`src/rtl/demod_amplitude.sv`:
```
// ============================================================================
// demod_amplitude
// ----------------------------------------------------------------------------
// AM envelope detector for an 8-bit offset-binary audio stream.
//
// Each valid sample is rectified around mid-scale (128). A peak hold with
// instant attack and slow linear decay tracks the result. After decay, the
// envelope is presented on env_o. A two-state hysteresis detector
// (SILENT/ACTIVE) reports signal presence on active_o. If no sample strobe
// arrives for TIMEOUT_CYCLES clocks, the envelope state is flushed to zero.
//
// Build option:
//   DEMOD_AMPLITUDE_LPF_EN  - when defined, env_o comes from a first-order IIR
//                             smoother (7.3 fixed point, alpha = 1/8) that
//                             follows the peak hold. env_val_o latency is
//                             then 2 clocks instead of 1.
//
// Parameters:
//   DECAY_SAMPLES   sub-peak valid samples per 1-LSB envelope decrement
//   TIMEOUT_CYCLES  clocks without sample_val_i before input loss
//   THRESH_ON       env_o level that declares the signal present
//   THRESH_OFF      env_o level below which the signal is absent
//                   (THRESH_OFF < THRESH_ON)
//
// Ports:
//   clk            in   clock
//   rstn           in   asynchronous active-low reset
//   sample_val_i   in   one-cycle strobe qualifying sample_data_i
//   sample_data_i  in   [7:0] unsigned offset-binary sample, 128 = zero
//   env_o          out  [6:0] envelope magnitude 0..127
//   env_val_o      out  one-cycle strobe marking each env_o update
//   active_o       out  high while the detector is in ACTIVE
// ============================================================================
module demod_amplitude #(
    parameter int unsigned DECAY_SAMPLES  = 48,
    parameter int unsigned TIMEOUT_CYCLES = 1040,
    parameter int unsigned THRESH_ON      = 16,
    parameter int unsigned THRESH_OFF     = 8
) (
    input  logic       clk,
    input  logic       rstn,
    input  logic       sample_val_i,
    input  logic [7:0] sample_data_i,
    output logic [6:0] env_o,
    output logic       env_val_o,
    output logic       active_o
);

    localparam int unsigned DW = $clog2(DECAY_SAMPLES + 1);
    localparam int unsigned TW = $clog2(TIMEOUT_CYCLES + 1);

    localparam logic [DW-1:0] DECAY_LAST = DW'(DECAY_SAMPLES - 1);
    localparam logic [TW-1:0] TO_LAST    = TW'(TIMEOUT_CYCLES - 1);
    localparam logic [TW-1:0] TO_SAT     = TW'(TIMEOUT_CYCLES);
    localparam logic [6:0]    TH_ON      = 7'(THRESH_ON);
    localparam logic [6:0]    TH_OFF     = 7'(THRESH_OFF);

    typedef enum logic {
        SILENT = 1'b0,
        ACTIVE = 1'b1
    } state_t;

    state_t          state, state_nxt;
    logic [6:0]      mag;
    logic [6:0]      peak, peak_nxt;
    logic [DW-1:0]   dcnt, dcnt_nxt;
    logic [TW-1:0]   tcnt;
    logic            timeout_hit;
    logic            sample_acc;
    logic            to_d;
    logic            env_chg;

    // ------------------------------------------------------------------
    // Rectifier: |x - 128|. The most negative code (0) would give 128,
    // which does not fit in 7 bits, so it saturates to 127.
    // ------------------------------------------------------------------
    always_comb begin
        mag = '0;
        if (sample_data_i[7]) begin
            mag = sample_data_i[6:0];
        end else if (sample_data_i == 8'd0) begin
            mag = 7'd127;
        end else begin
            mag = 7'(8'd128 - sample_data_i);
        end
    end

    // ------------------------------------------------------------------
    // Loss-of-input timer. It counts clocks since the last strobe and
    // saturates at TIMEOUT_CYCLES, so the flush fires only once per gap.
    // On the timeout cycle the flush wins over a coincident strobe. That
    // strobe is discarded and does not restart the timer.
    // ------------------------------------------------------------------
    assign timeout_hit = (tcnt == TO_LAST);
    assign sample_acc  = sample_val_i && !timeout_hit;

    always_ff @(posedge clk or negedge rstn) begin
        if (!rstn) begin
            tcnt <= '0;
        end else if (sample_acc) begin
            tcnt <= '0;
        end else if (tcnt != TO_SAT) begin
            tcnt <= tcnt + 1'b1;
        end
    end

    // ------------------------------------------------------------------
    // Peak hold: instant attack, one LSB of decay every DECAY_SAMPLES
    // samples that fall below the held peak. Because mag < peak on the
    // decay path, peak - 1 can never drop below the current mag.
    // ------------------------------------------------------------------
    always_comb begin
        peak_nxt = peak;
        dcnt_nxt = dcnt;
        if (timeout_hit) begin
            peak_nxt = '0;
            dcnt_nxt = '0;
        end else if (sample_val_i) begin
            if (mag >= peak) begin
                peak_nxt = mag;
                dcnt_nxt = '0;
            end else if (dcnt == DECAY_LAST) begin
                peak_nxt = peak - 1'b1;
                dcnt_nxt = '0;
            end else begin
                dcnt_nxt = dcnt + 1'b1;
            end
        end
    end

    always_ff @(posedge clk or negedge rstn) begin
        if (!rstn) begin
            peak <= '0;
            dcnt <= '0;
            to_d <= 1'b0;
        end else begin
            peak <= peak_nxt;
            dcnt <= dcnt_nxt;
            to_d <= timeout_hit;
        end
    end

`ifdef DEMOD_AMPLITUDE_LPF_EN
    // ------------------------------------------------------------------
    // Smoother: y += (peak*8 - y) >>> 3, with y in 7.3 fixed point.
    // It runs one clock behind the peak update, so it always sees the
    // peak that the triggering sample produced.
    // ------------------------------------------------------------------
    logic              val_d1;
    logic [9:0]        lpf_y;
    logic signed [10:0] lpf_diff;
    logic signed [10:0] lpf_sum;

    always_comb begin
        lpf_diff = $signed({1'b0, peak, 3'b000}) - $signed({1'b0, lpf_y});
        lpf_sum  = $signed({1'b0, lpf_y}) + (lpf_diff >>> 3);
    end

    always_ff @(posedge clk or negedge rstn) begin
        if (!rstn) begin
            val_d1    <= 1'b0;
            env_val_o <= 1'b0;
            lpf_y     <= '0;
        end else if (timeout_hit) begin
            val_d1    <= 1'b0;
            env_val_o <= 1'b0;
            lpf_y     <= '0;
        end else begin
            val_d1    <= sample_acc;
            env_val_o <= val_d1;
            if (val_d1) begin
                lpf_y <= lpf_sum[9:0];
            end
        end
    end

    assign env_o = lpf_y[9:3];
`else
    // The peak register updates on the strobe edge, so it already has
    // the one-clock envelope latency and drives env_o directly.
    always_ff @(posedge clk or negedge rstn) begin
        if (!rstn) begin
            env_val_o <= 1'b0;
        end else begin
            env_val_o <= sample_acc;
        end
    end

    assign env_o = peak;
`endif

    // ------------------------------------------------------------------
    // Presence detector. It is evaluated only in the clock after env_o
    // changes (a new value or a timeout flush), so active_o trails env_o
    // by one clock.
    // ------------------------------------------------------------------
    assign env_chg = env_val_o || to_d;

    always_ff @(posedge clk or negedge rstn) begin
        if (!rstn) begin
            state <= SILENT;
        end else begin
            state <= state_nxt;
        end
    end

    always_comb begin
        state_nxt = state;
        if (env_chg) begin
            case (state)
                SILENT: if (env_o >= TH_ON) state_nxt = ACTIVE;
                ACTIVE: if (to_d || (env_o < TH_OFF)) state_nxt = SILENT;
                default: state_nxt = SILENT;
            endcase
        end
    end

    assign active_o = (state == ACTIVE);

endmodule

```
`config.mk`:
```
export PLATFORM = sky130hd
export DESIGN_NAME = demod_amplitude
export DESIGN_NICKNAME = d
export VERILOG_FILES = /design/src/rtl/demod_amplitude.sv
export SDC_FILE = /design/constraint.sdc
export NUM_CORES = 1
export LEC_CHECK = 0
export CAP_MARGIN = 30
export CORE_MARGIN = 3
export CORE_UTILIZATION = 60
export DETAILED_ROUTE_END_ITERATION = 10
export PLACE_DENSITY_LB_ADDON = 0.05
export SYNTH_ARGS = -nofsm -noshare
export SYNTH_HDL_FRONTEND = slang
export SYNTH_SLANG_ARGS = --single-unit
```
`constraint.sdc`:
```
create_clock -name clk -period 4.1 [get_ports clk]
set_input_delay 0.41 -clock clk [delete_from_list [all_inputs] [get_ports clk]]
set_output_delay 0.41 -clock clk [all_outputs]
set_load 0.005 [all_outputs]
```
==> results of run 1 <==
per-layer routing:
metal	track usage [%]	vias to the layer above	part of all wire, %
li1	-	820	-
met1	36.6	839	46
met2	38.5	62	48
met3	3.72	2	6.0
met4	7.58	0	0.42
met5	0	-	0
cell families after synthesis:
group	after synthesis	share of synthesized area (%)
multiplexers	5	2.65
flip-flops	27	35.8
XOR/XNOR	9	4.17
AO/OA/AOI/OAI	47	16.8
adder cells (fa/ha/maj)	13	8.62
AND/OR/NAND/NOR	87	25.6
buffers and inverters	28	6.36
worst register-to-register path: stages (launching register included):
cell     delay (ps)
dfrtp_1         470
inv_1           110
ha_1            340
a21o_1          170
a221o_1         350
a41oi_2         450
buf_4           260
a21oi_1          70
o32ai_1         230
power breakdown:
part	total (mW)	internal (mW)	switching (mW)
Combinational	0.486	0.238	0.248
Sequential	0.398	0.324	0.0748
Clock	0.114	0.0366	0.0769
stage by stage:
step	hold slack (ps)	std cells	utilization [%]	area (um^2)
final	417	274	73.9	2120
after global routing	414	274	73.9	2120
after CTS	419	274	73.9	2120
after detailed placement	478	270	72.9	2100
after global placement	474	270	72.9	2100
after floorplan	114	216	-	1890
registers in the layout, indices dropped and copies added, names as in the netlist:
register   cells
active_o       1
env_val_o      1
tcnt          11
env_o          7
dcnt           6
to_d           1
worst paths after layout:
check,start,endpoint,slack (ps),depth (start not counted)
max in group asynchronous,rstn,tcnt[2],3070,2
min,rstn,dcnt[2],420,1
min reg2reg,env_val_o,active_o,500,1
max,sample_data_i[0],env_o[3],630,13
max reg2reg,env_o[4],env_o[3],1570,8
min in group clk,env_val_o,active_o,500,1
layout make-up:
class / instances / area, um^2
clock buffer: 3 / 22.5
clock inverter: 1 / 5.00
fill: 226 / 752
inverter: 19 / 71.3
multi-input combinational: 161 / 1090
sequential: 27 / 676
tap: 42 / 52.6
timing repair buffer: 21 / 205
cell usage in the layout (no fill, tap or decap), types with 2 or more instances in the layout:
cell type,synthesis,routed
nand4_1,2,2
nand3b_1,4,4
nand2b_1,3,3
a21oi_1,13,13
clkdlybuf4s50_1,0,19
or3_1,2,2
clkbuf_4,0,3
nor3_1,7,7
xor2_1,5,5
nor2b_1,3,3
ha_1,13,13
o21ai_0,7,7
nand4b_1,2,2
a21o_1,2,2
nor4b_1,4,4
nor4_1,2,2
nand3_1,10,10
nor2_1,22,22
o22ai_1,2,2
mux2i_1,5,5
buf_4,1,2
nand2_1,14,14
inv_1,19,19
o211ai_1,3,3
dfrtp_1,27,27
a31oi_1,7,7
and3_1,3,3
xnor2_1,4,4
o32ai_1,3,3
==> results.yml, run 1 <==
clocking:
  clock_sinks: 27
  cts_made_buffers: 3
  hold_buffers: 0
  ctsHtreeMaxLevel: 1
  cts_max_path_buffers: 2
  cts.clk_slew.worst_paths_ps: 130
  clk_latency_ps: 330
  cts_resized: 0
  cts_setup_buffers: 0
  cts_root_buf: "clkbuf_4"
  cts_tree: "done"
critical_path:
  cp_slowest_cell: "clkdlybuf4s50_1"
  cp_top_family: "compound AO/OA/AOI/OAI gates"
  cp_max_fo: 8
  cp_data_required_time_ps: 4330
  worstPathCellList: "clkdlybuf4s50_1 -> inv_1 -> ha_1 -> nor4b_1 -> nand2_1 -> o211ai_1 -> ha_1 -> a21oi_1 -> o21ai_0 -> a41oi_2 -> buf_4 -> a21oi_1 -> o32ai_1"
  critPathCaptureType: "register"
  crit_path_start_kind: "input pin"
  crit_path_max_incr_delay_ps: 500
  cp_data_arrival_time_ps: 3710
  critPathKind: "in -> reg"
  worst-path-buf-inv: 3
floorplan:
  die-area_um2: 3860
  ios: 20
  start_util_pct: 65.6
  num_rows: 19
  coreArea_um2: 2880
  dieWidth_um: 62.1
  chipHeight_um: 62.1
timing:
  fin_ws_ps: 628
  rsz0062_at_grt: "no"
  tightestPinTransition_ps: 523
  relSlewSlack_pct: 65.1
  finalSetupTns_ps: 0
  period_minus_slack_ps: 3470
  slew_viol_final: 0
  hold_viol_final: 0
  finalClockSkew_ps: 9.31
  finalSetupViolCount: 0
  timing.fmax_mhz: 288
  min_period_over_period_pct: 84.7
yosys:
  synth_fp_nets: 240
  ys_seq_area_share_pct: 35.8
  post_synth_inst_count: 216
  synth.distinct_cells: 49
  syn_avg_cell_area_um2: 8.74
  syn-cell-area_um2: 1890
  synth_async_sr_flop_share_pct: 100
  synth_top_flop_cell: "dfrtp_1"
  yosysTopAreaCell: "dfrtp_1"
  synth_edf_count: 0
  synth_warnings: 0
  synthTopCellsByArea: "dfrtp_1 (36%), ha_1 (8.6%), nor2_1 (4.4%)"
  yosysMostFrequentCell: "dfrtp_1"
  yosys.area.top_type_share_pct: 35.8
  ys_seq_elements: 27
  synthTopCellsByCount: "dfrtp_1 (27), nor2_1 (22), inv_1 (19)"
routing:
  drt_pass1_iterations: 4
  drtIter0Drc: 194
  route.vias.total: 1723
  postRouteWirelength_um: 4310
  wl_per_cell_um: 15.7
  ant_nets: 0
  drc: 0
  vias_per_cell: 6.29
cells_and_area:
  n_antenna_cell: 0
  area_growth_pct: 12.5
  fin_nets: 257
  drive_gt1_share_pct: 4.31
global_routing:
  grt_pass1_wl_um: 7200
  grt_max_degree: 19
  grt_pass1_vias: 1575
  track_usage_pct: 25.1
  antenna_found_initial: 0
  overflow: 0
run_status:
  status: "finished clean"
place:
  place_congestion: 0.867
  pre_cts_slack_ps: 322
  dp_hpwl_um: 3250
  portBuffers: 19
power:
  power.leakage_nw: 0.929
  finalPower_mw: 0.998
  p_per_area_nw_per_um2: 470
  vdd_drop_max_uv: 430
job:
  maxCapViolCount: 0
worst_hold_path:
  hp-class: "in -> async"
Power figures use the tool's default switching activity.
==> run 2, diff against run 1 <==
Settings changed: CORE_UTILIZATION 60 to 51.
Clock period 4.1 ns to 2.9 ns, I/O delays scaled along.
==> results.yml, run 2 (same netlist as run 1, synthesis figures left out) <==
timing:
  relSlewSlack_pct: 64.5
  finalSetupViolCount: 0
  finalClockSkew_ps: 5.97
  hold_viol_final: 0
  period_minus_slack_ps: 2830
  slew_viol_final: 0
  min_period_over_period_pct: 97.6
  tightestPinTransition_ps: 524
  timing.fmax_mhz: 353
  fin_ws_ps: 69.3
clocking:
  clock_sinks: 27
  cts_tree: "done"
  cts_max_path_buffers: 2
  clk_latency_ps: 270
  cts.clk_slew.worst_paths_ps: 90
  ctsHtreeMaxLevel: 1
  cts_root_buf: "clkbuf_8"
  cts_made_buffers: 3
job:
  maxCapViolCount: 0
global_routing:
  track_usage_pct: 25.1
  grt_max_degree: 28
  grt_pass1_vias: 1924
  antenna_found_initial: 0
  overflow: 0
  grt_pass1_wl_um: 8690
floorplan:
  ios: 20
  coreArea_um2: 3440
  dieWidth_um: 66.8
  num_rows: 21
  start_util_pct: 54.9
  chipHeight_um: 66.8
  die-area_um2: 4470
cells_and_area:
  largest_reg_flops: 11
  top_register: "tcnt"
  final_cell_mix: "buf_4 (36), dfrtp_1 (27), nor2_1 (21)"
  final_common_cell: "buf_4"
  area_growth_pct: 32.1
  finalNonFillerCells: 314
  drive_gt1_share_pct: 20.1
  fin_nets: 293
  fillers: 256
  n_antenna_cell: 0
critical_path:
  cp-startpoint: "sample_data_i[7]"
  crit_path_start_kind: "input pin"
  rr_worst_depth: 9
  crit_path_max_incr_delay_ps: 620
  critPathKind: "in -> reg"
  cp_slowest_cell: "clkdlybuf4s50_1"
  r2r_start: "env_o[4]"
  cp_max_fo: 7
  critPathCaptureType: "register"
  cp_data_arrival_time_ps: 2990
  worstPathCellList: "clkdlybuf4s50_1 -> nor2_1 -> a22o_1 -> ha_1 -> a21o_1 -> a221o_1 -> buf_4 -> a41oi_4 -> buf_6 -> a21oi_1 -> o32ai_1"
  cp_data_required_time_ps: 3060
routing:
  drtIter0Drc: 164
  postRouteWirelength_um: 4980
  wl_per_cell_um: 15.9
  drt_pass1_iterations: 5
  vias_per_cell: 5.94
  drc: 0
  ant_nets: 0
  route.vias.total: 1865
place:
  dp_hpwl_um: 3540
  place_congestion: 0.892
  pre_cts_slack_ps: -539
  place_inst: 300
  portBuffers: 19
worst_hold_path:
  hp-class: "in -> async"
power:
  p_per_area_nw_per_um2: 674
  vdd_drop_max_uv: 607
  power.leakage_nw: 1.16
run_status:
  status: "finished clean"
## run 2: changes by cell type in the layout (fill, tap and decap cells not counted), sizes merged
cell	delta
clkdlybuf4s50	-7
buf	+36
clkinv	-1
dlymetal6s2s	+4
clkbuf	+1
dlygate4sd2	+3
## run 2: worst paths after layout
path	endpoint	slack (ps)
max in group asynchronous	tcnt[6]	2240
setup reg to reg	env_o[5]	500
hold / removal	env_o[1]	390
hold reg to reg	active_o	500
setup / recovery	env_o[5]	70
min in group clk	active_o	500
## run 2: final cells by class
type | instances | area, um^2 | area share (%)
Inverter | 19 | 71.3 | 2.86
Clock buffer | 4 | 45.0 | 1.81
Timing Repair Buffer | 57 | 489 | 19.6
Tap cell | 46 | 57.6 | 2.31
Sequential cell | 27 | 676 | 27.1
Multi-Input combinational cell | 161 | 1160 | 46.3
## run 2: metrics by stage
stage / setup TNS (ps) / total power [mW] / hold slack [ps] / instance area, um^2 / util, %
after floorplan: 0 / 0.983 / -5.59 / 1890 / -
after global placement: -3870 / 1.33 / 476 / 2300 / 66.7
after detailed placement: -5820 / 1.38 / 492 / 2300 / 66.7
after CTS: 0 / 1.61 / 405 / 2440 / 70.8
after global routing: -65.8 / 1.82 / 403 / 2490 / 72.5
final: 0 / 1.68 / 391 / 2490 / 72.5
## run 2: where the power goes
group | leakage [nW] | internal, mW | switching, mW
Sequential | 0.351 | 0.458 | 0.109
Combinational | 0.783 | 0.479 | 0.422
Clock | 0.0228 | 0.0984 | 0.116
## run 2: what timing repair did
action,in CTS,in global routing
buffers inserted,10,0
hold buffers,0,0
pin swaps,5,0
endpoints found under the hold margin,0,0
setup endpoints to repair,13,13
resized for setup,11,13
## run 2: critical path: cells and delay by family
family / cells / cell delay (ps)
simple gates: 1 / 80
fa+ha+maj: 1 / 320
buf+inv: 3 / 940
compound gates: 6 / 1350
## run 2: routing by layer
layer,routed length (um),track usage (%),vias up
li1,-,-,888
met1,2250,32.9,895
met2,2360,41.7,70
met3,276,3.88,12
met4,99,8.38,0
met5,0,0,-
